## src/rtl/tnn_pkg.sv

```systemverilog
// Shared definitions for the TNN class-vote block: FSM state encoding and
// default lane/counter sizing.
package tnn_pkg;

  localparam int DEF_NUM_CLASSES = 6;
  localparam int DEF_CNT_W       = 4;

  typedef enum logic [1:0] {
    ACC  = 2'd0,
    SCAN = 2'd1,
    OUT  = 2'd2
  } vote_state_e;

endpackage

```

## src/rtl/tnn_sat_cnt.sv

```systemverilog
// Saturating vote counter for one class lane, with synchronous clear.
// The count sticks at all-ones instead of wrapping.
module tnn_sat_cnt #(
  parameter int CNT_W = 4
) (
  input  logic             clk,
  input  logic             clr,
  input  logic             inc,
  output logic [CNT_W-1:0] count
);

  // Clear has priority over increment; increment stops at full scale.
  always_ff @(posedge clk) begin
    if (clr) begin
      count <= '0;
    end else if (inc && (count != {CNT_W{1'b1}})) begin
      count <= count + 1'b1;
    end
  end

endmodule

```

## src/rtl/tnn_class_vote.sv

```systemverilog
// TNN class vote: accumulates per-class comparator-neuron votes over the
// beats of a sample, scans the counters for the arg-max and presents the
// winning class on a valid/ready output.
// Optional feature macro: TNN_VOTE_SCORE_EN adds the out_score port.
//
//   state | meaning
//   ------+-----------------------------------------------------------
//   ACC   | accept beats, count votes; last beat starts the scan
//   SCAN  | one class per cycle, keep strictly-greater maximum
//   OUT   | hold result until the consumer takes it, then clear votes
module tnn_class_vote
  import tnn_pkg::*;
#(
  parameter  int NUM_CLASSES = DEF_NUM_CLASSES,
  parameter  int CNT_W       = DEF_CNT_W,
  localparam int IDX_W       = (NUM_CLASSES > 1) ? $clog2(NUM_CLASSES) : 1
) (
  input  logic                   clk,
  input  logic                   rst,
  input  logic                   in_valid,
  output logic                   in_ready,
  input  logic [NUM_CLASSES-1:0] in_bits,
  input  logic                   in_last,
  output logic                   out_valid,
  input  logic                   out_ready,
  output logic [IDX_W-1:0]       out_class
`ifdef TNN_VOTE_SCORE_EN
  ,
  output logic [CNT_W-1:0]       out_score
`endif
);

  localparam logic [IDX_W-1:0] LAST_IDX = IDX_W'(NUM_CLASSES - 1);

  vote_state_e state_q, state_d;

  logic [CNT_W-1:0] cnt [NUM_CLASSES];
  logic [CNT_W-1:0] cur_cnt;
  logic [IDX_W-1:0] idx;
  logic [IDX_W-1:0] best_idx;
  logic [CNT_W-1:0] best_cnt;

  logic accept;
  logic scan_start;
  logic out_done;
  logic cnt_clr;

  // State register.
  always_ff @(posedge clk) begin
    if (rst) begin
      state_q <= ACC;
    end else begin
      state_q <= state_d;
    end
  end

  // Next-state and handshake decode; reset forces both readies/valids low.
  always_comb begin
    state_d    = state_q;
    in_ready   = 1'b0;
    out_valid  = 1'b0;
    accept     = 1'b0;
    scan_start = 1'b0;
    out_done   = 1'b0;
    case (state_q)
      ACC: begin
        in_ready = !rst;
        accept   = in_valid && !rst;
        if (accept && in_last) begin
          scan_start = 1'b1;
          state_d    = SCAN;
        end
      end
      SCAN: begin
        if (idx == LAST_IDX) begin
          state_d = OUT;
        end
      end
      OUT: begin
        out_valid = !rst;
        if (out_ready && !rst) begin
          out_done = 1'b1;
          state_d  = ACC;
        end
      end
      default: state_d = ACC;
    endcase
  end

  assign cnt_clr = rst || out_done;

  for (genvar k = 0; k < NUM_CLASSES; k++) begin : g_lane
    tnn_sat_cnt #(
      .CNT_W (CNT_W)
    ) u_cnt (
      .clk   (clk),
      .clr   (cnt_clr),
      .inc   (accept && in_bits[k]),
      .count (cnt[k])
    );
  end

  assign cur_cnt = cnt[idx];

  // Scan datapath: restart at class 0 on the last beat, then walk the lanes.
  always_ff @(posedge clk) begin
    if (rst) begin
      idx      <= '0;
      best_idx <= '0;
      best_cnt <= '0;
    end else if (scan_start) begin
      idx      <= '0;
      best_idx <= '0;
      best_cnt <= '0;
    end else if (state_q == SCAN) begin
      if (cur_cnt > best_cnt) begin
        best_idx <= idx;
        best_cnt <= cur_cnt;
      end
      idx <= (idx == LAST_IDX) ? '0 : idx + 1'b1;
    end
  end

  assign out_class = best_idx;
`ifdef TNN_VOTE_SCORE_EN
  assign out_score = best_cnt;
`endif

endmodule

```

## config.mk

```make
export PLATFORM = sky130hd
export DESIGN_NAME = tnn_class_vote
export DESIGN_NICKNAME = d
export VERILOG_FILES = /design/src/rtl/tnn_pkg.sv /design/src/rtl/tnn_sat_cnt.sv /design/src/rtl/tnn_class_vote.sv
export SDC_FILE = /design/constraint.sdc
export NUM_CORES = 1
export LEC_CHECK = 0
export BUFFER_PORTS_ARGS = -buffer_cell sky130_fd_sc_hd__buf_2
export CORE_MARGIN = 4
export CORE_UTILIZATION = 44
export CTS_CLUSTER_DIAMETER = 40
export DETAILED_ROUTE_END_ITERATION = 10
export GPL_ROUTABILITY_DRIVEN = 0
export MAX_ROUTING_LAYER = met4
export PLACE_DENSITY = 0.62
export SYNTH_ARGS = -nofsm -noshare
export SYNTH_HDL_FRONTEND = slang
export SYNTH_HIERARCHICAL = 1
export SYNTH_SLANG_ARGS = --single-unit
```

## constraint.sdc

```tcl
create_clock -name clk -period 3.2 [get_ports clk]
set_input_delay 0.64 -clock clk [delete_from_list [all_inputs] [get_ports clk]]
set_output_delay 0.64 -clock clk [all_outputs]
set_load 0.1 [all_outputs]
```

Yosys cells after proc, flatten, opt, wreduce, memory -nomap -nowiden
Index checks and enable logic that the tools add are counted.

Register bits after elaboration: 36. Input bits: 11. Output and inout port bits: 5. Word-level logic and storage cells: 68.

Add/sub/neg operators: 7. Order comparisons: 2. Equal/unequal tests: 12. Multiplexer cells: 15. Bitwise operators: 1. Reduce and logical (&&, ||, !) cells: 21.

Operators by type and width (count): 4-bit by 1-bit adder with 4-bit output, second input constant (6); 4-bit != test, second input constant (6); 1-bit logical AND (15); 4-bit binary-select mux with 3-bit select (1); 4-bit two-way mux (2); 1-bit two-way mux (7); 2-bit two-way mux (3); 2-bit case mux with 3 select lines (1); 4-bit >= comparator, second input constant (1); 4-bit > comparator (1); 2-bit != test, second input constant (2); 3-bit NOT with 4-bit output (1); 3-bit by 1-bit adder with 3-bit output, second input constant (1); 3-bit == test, second input constant (1); 3-bit two-way mux (1); 3-bit AND reduction (1); 2-bit by 1-bit == test with 1-bit output, second input constant (1); 2-bit == test, second input constant (1); 2-bit logical NOT (1); 2-bit by 1-bit != test with 1-bit output, second input constant (1); 2-bit AND reduction (1); 2-bit OR reduction (1); 1-bit logical NOT (1); 1-bit logical OR (1).

Longest topological paths before layout
Depth after elaboration: 6. Mapped depth: 11. Gate-level depth less buffers: 9.

Hierarchy
Netlist, hierarchy kept.

Modules (own cells, without submodules): tnn_sat_cnt (instances 6, cells each 20, area each 209.0 µm²); tnn_class_vote (instances 1, cells each 112, area each 919.6 µm²).

Least setup slack after synthesis
Ideal clock, no wire load.

Path type: in2reg. From: in rst. To: reg g_lane[0].u_cnt.count[0]. Setup time: 121 ps. Arrival: 3762 ps. Required time: 3079 ps. Slack: -683 ps. Stages: 4. Buffers on the path: 0. Path through: nor3_1 and3_1 nor2b_4 mux2_4.

Longest elaborated chain between the ends: 5. Elaborated cells between the ends (all ways): 9.

Ends and longest elaborated chain: start: declaration (RTL line tnn_class_vote.sv:19) `input logic rst,`; 1-bit logical NOT (RTL line tnn_class_vote.sv:68, tnn_class_vote.sv:81); 1-bit logical AND (on tied branches) (RTL line tnn_class_vote.sv:81, tnn_class_vote.sv:68); 1-bit two-way mux (on tied branches) (RTL line tnn_class_vote.sv:81, tnn_class_vote.sv:65); 1-bit two-way mux / 1-bit logical AND (equally long branches) (RTL line tnn_class_vote.sv:65, tnn_class_vote.sv:98); 1-bit logical OR / 1-bit logical AND (equally long branches) (RTL line tnn_class_vote.sv:90, tnn_sat_cnt.sv:16); end signal: assignment (RTL line tnn_sat_cnt.sv:17) `count <= count + 1'b1;`; end: declaration (RTL line tnn_sat_cnt.sv:9) `output logic [CNT_W-1:0] count`.

Several ways; a longest one is shown, not always the timed one. A chain may end at the register's enable or synchronous reset.

Worst setup path after layout
From: reg idx[1]. To: reg best_idx[2], in the netlist out_class[2].

Longest elaborated chain between the ends: 6.

Ends and longest elaborated chain: start: declaration (RTL line tnn_class_vote.sv:39) `logic [IDX_W-1:0] idx;`; start signal: assignment (RTL line tnn_class_vote.sv:120) `idx <= (idx == LAST_IDX) ? '0 : idx + 1'b1;`; 3-bit NOT with 4-bit output (implied by the code) (RTL line tnn_class_vote.sv:103) `assign cur_cnt = cnt[idx];`; 4-bit binary-select mux with 3-bit select (RTL line tnn_class_vote.sv:103); 4-bit two-way mux (implied by the code) (2 in a row) (RTL line tnn_class_vote.sv:103); net cur_cnt[1] (RTL line tnn_class_vote.sv:38) `logic [CNT_W-1:0] cur_cnt;`; 4-bit > comparator (RTL line tnn_class_vote.sv:116) `if (cur_cnt > best_cnt) begin`; 2-bit AND reduction (no source line); end signal: assignment (RTL line tnn_class_vote.sv:117) `best_idx <= idx;`; end: declaration (RTL line tnn_class_vote.sv:40) `logic [IDX_W-1:0] best_idx;`.

The timed path passes the listed nets, and every way through them passes these cells. The select of a mux whose other input is x is not followed.

==> impl_metrics.yaml <==
routing:
  routed_via_density: 5.26
  drc: 0
  wire_per_inst_um: 13.3
  drt-total-wl_mm: 4.25
  antenna_left: 0
  vias: 1684
  drtIter0Drc: 62
  dr.pass1.iters: 4
clocking:
  cts_buffer_depth: 2
  postCtsResizedCells: 0
  path_clk_slew_ns: 0.07
  clockRootBuffer: "clkbuf_8"
  cts.sinks: 36
  cts_hold_repair.buffers: 0
  htreeDepth: 2
  tritoncts: "yes"
  post_cts_buffers: 0
  cts_made_buffers: 5
  clk-insertion-delay-late_ns: 0.29
job:
  cap_violations: 0
synth:
  synth_async_sr_flop_share: 0
  ys_top_cells_by_area: "dfxtp_1, mux2i_1, ha_1, nand2b_1, a21oi_1"
  synth.distinct_cells: 38
  yosys.area.top_type: "dfxtp_1"
  yosysWarnings: 6
  synth_simple_gate_area_share: 0.326
  synthCells: 232
  synth_edf_count: 0
  synth_xor_area_frac: 0.00403
  muxShareOfSynthArea: 0.138
  ys.flop_type: "dfxtp_1"
  syn_area_um2: 2170
  synth-compound-area-share: 0.113
  synth_area_per_cell_um2: 9.37
  synth_top_family_by_area: "simple AND/OR/NAND/NOR gates"
  synth.yosys.seq_area_share: 0.332
  yosys_register_bits: 36
  yosysTopAreaCellShare: 0.332
  synth_adder_area_share: 0.0576
  synth_fp_nets: 253
global_routing:
  grt_pass1_vias: 1581
  antenna_found_initial: 0
  grt_max_degree: 20
  grt_pass1_wl_mm: 7.26
  grt-ovfl-total: 0
  track_usage: 0.154
cells_and_area:
  fillers: 488
  final_common_cell: "dfxtp_1"
  final_nets: 273
  antenna_cells: 0
  instances_no_fill: 320
  drive_above_1_share: 0.225
  syn_to_final_growth_pct: 11.1
  final_cell_mix: "dfxtp_1, mux2i_1, nor2_1, a21oi_1, nand2b_1"
die:
  die_x_um: 78.3
  coreArea_um2: 4750
  rows: 25
  dieArea_um2: 6130
  dieHeight_um: 78.3
  ios: 16
  initial_utilization: 0.457
timing:
  max_slew_margin: 0.570
  hold_viol: 0
  min_period_ns: 2.80
  period_share: 0.875
  fmax_mhz: 357
  setup_viol: 0
  worst_pin_slew_ns: 0.644
  drv_slew: 0
  tns_ns: 0
  skew_ns: 0.00269
  rsz0062_at_grt: "no"
critical_path:
  critPathKind: "register to register"
  endpoint_kind: "register"
  critPathMaxFanout: 13
  required_ns: 3.42
  arrival_ns: 3.02
  crit_path_start_kind: "register"
power_and_ir_drop:
  vdd_drop_max_mv: 0.210
  power.density_nw_per_um2: 372
  leakagePower_nw: 0.916
place:
  dp.cells: 312
  dp_hpwl_mm: 3.14
  portBuffers: 15
outcome:
  run_status: "completed"
min_path:
  hold_class: "register to register"
Yosys cell counts (all sizes together) (2+ instances only):
cell and n:
inv 7, and3 12, nor3 14, buf 4, nor2 18, dfxtp 36, and4b 6, nand2 9
nand4 6, mux2i 21, mux2 6, nand2b 17, or2 10, a21oi 18, nor2b 12, ha 10
a21boi 2, o221ai 4, o21ai 7
path summary, 6_finish.rpt:
| check | endpoint | slack [ns] | from | cells past startpoint |
|---|---|---|---|---|
| worst min-delay path | out_class[0] | 0.46 | out_class[0] | 2 |
| worst max register to register | out_class[2] | 0.40 | idx[1] | 9 |
| worst min register to register | out_class[0] | 0.46 | out_class[0] | 2 |
| worst max-delay path | out_class[2] | 0.40 | idx[1] | 9 |
routing by layer:
metal	vias up	track usage	part of all wire
li1	882	-	-
met1	767	0.204	0.52
met2	25	0.224	0.43
met3	10	0.0424	0.038
met4	0	0.0577	0.019
met5	-	-	0
state kept, by name, summed over array words and instances (netlist names):
| signal | count |
|---|---|
| g_lane.u_cnt/count | 24 |
| state_q | 2 |
| idx | 3 |
| best_cnt | 4 |
| out_class | 3 |
stage by stage:
step	hold slack (ns)	total power (W)	cell area, um^2	util	worst slack [ns]
after global routing	0.500	0.000941	2410	0.508	0.119
after CTS	0.465	0.000913	2410	0.508	0.423
final	0.458	0.000898	2410	0.508	0.401
after detailed placement	0.452	0.000578	2320	0.489	0.442
after floorplan	0.479	0.000553	2180	-	0.345
after global placement	0.447	0.000577	2320	0.489	0.506
kinds of logic after synthesis:
group | after synthesis
simple gates | 109
compound gates | 37
flops | 36
mux | 27
buf+inv | 12
fa+ha+maj | 10
xor+xnor | 1
critical path, cell delays in order (launching register included):
cell	delay [ns]
dfxtp_1	0.68
mux2i_1	0.26
nor3_1	0.06
nor3_1	0.34
inv_1	0.09
ha_1	0.35
nand2b_1	0.07
a21oi_1	0.31
o21a_1	0.34
mux2i_1	0.22
cell type report:
type | instances | area (um^2) | area share
Timing Repair Buffer | 18 | 97.6 | 0.0404
Multi-Input combinational cell | 184 | 1400 | 0.578
Tap cell | 67 | 83.8 | 0.0347
Clock buffer | 8 | 90.1 | 0.0373
Inverter | 7 | 26.3 | 0.0109
Sequential cell | 36 | 721 | 0.298
report_power, final:
| part | leakage, nW | switching (W) | internal [W] | total [W] |
|---|---|---|---|---|
| Sequential | 0.291 | 0.0000147 | 0.000457 | 0.000472 |
| Clock | 0.0455 | 0.000155 | 0.000175 | 0.000331 |
| Combinational | 0.579 | 0.0000508 | 0.0000451 | 0.0000959 |
| Total | 0.916 | 0.000221 | 0.000678 | 0.000898 |
Power figures use the tool's default switching activity.
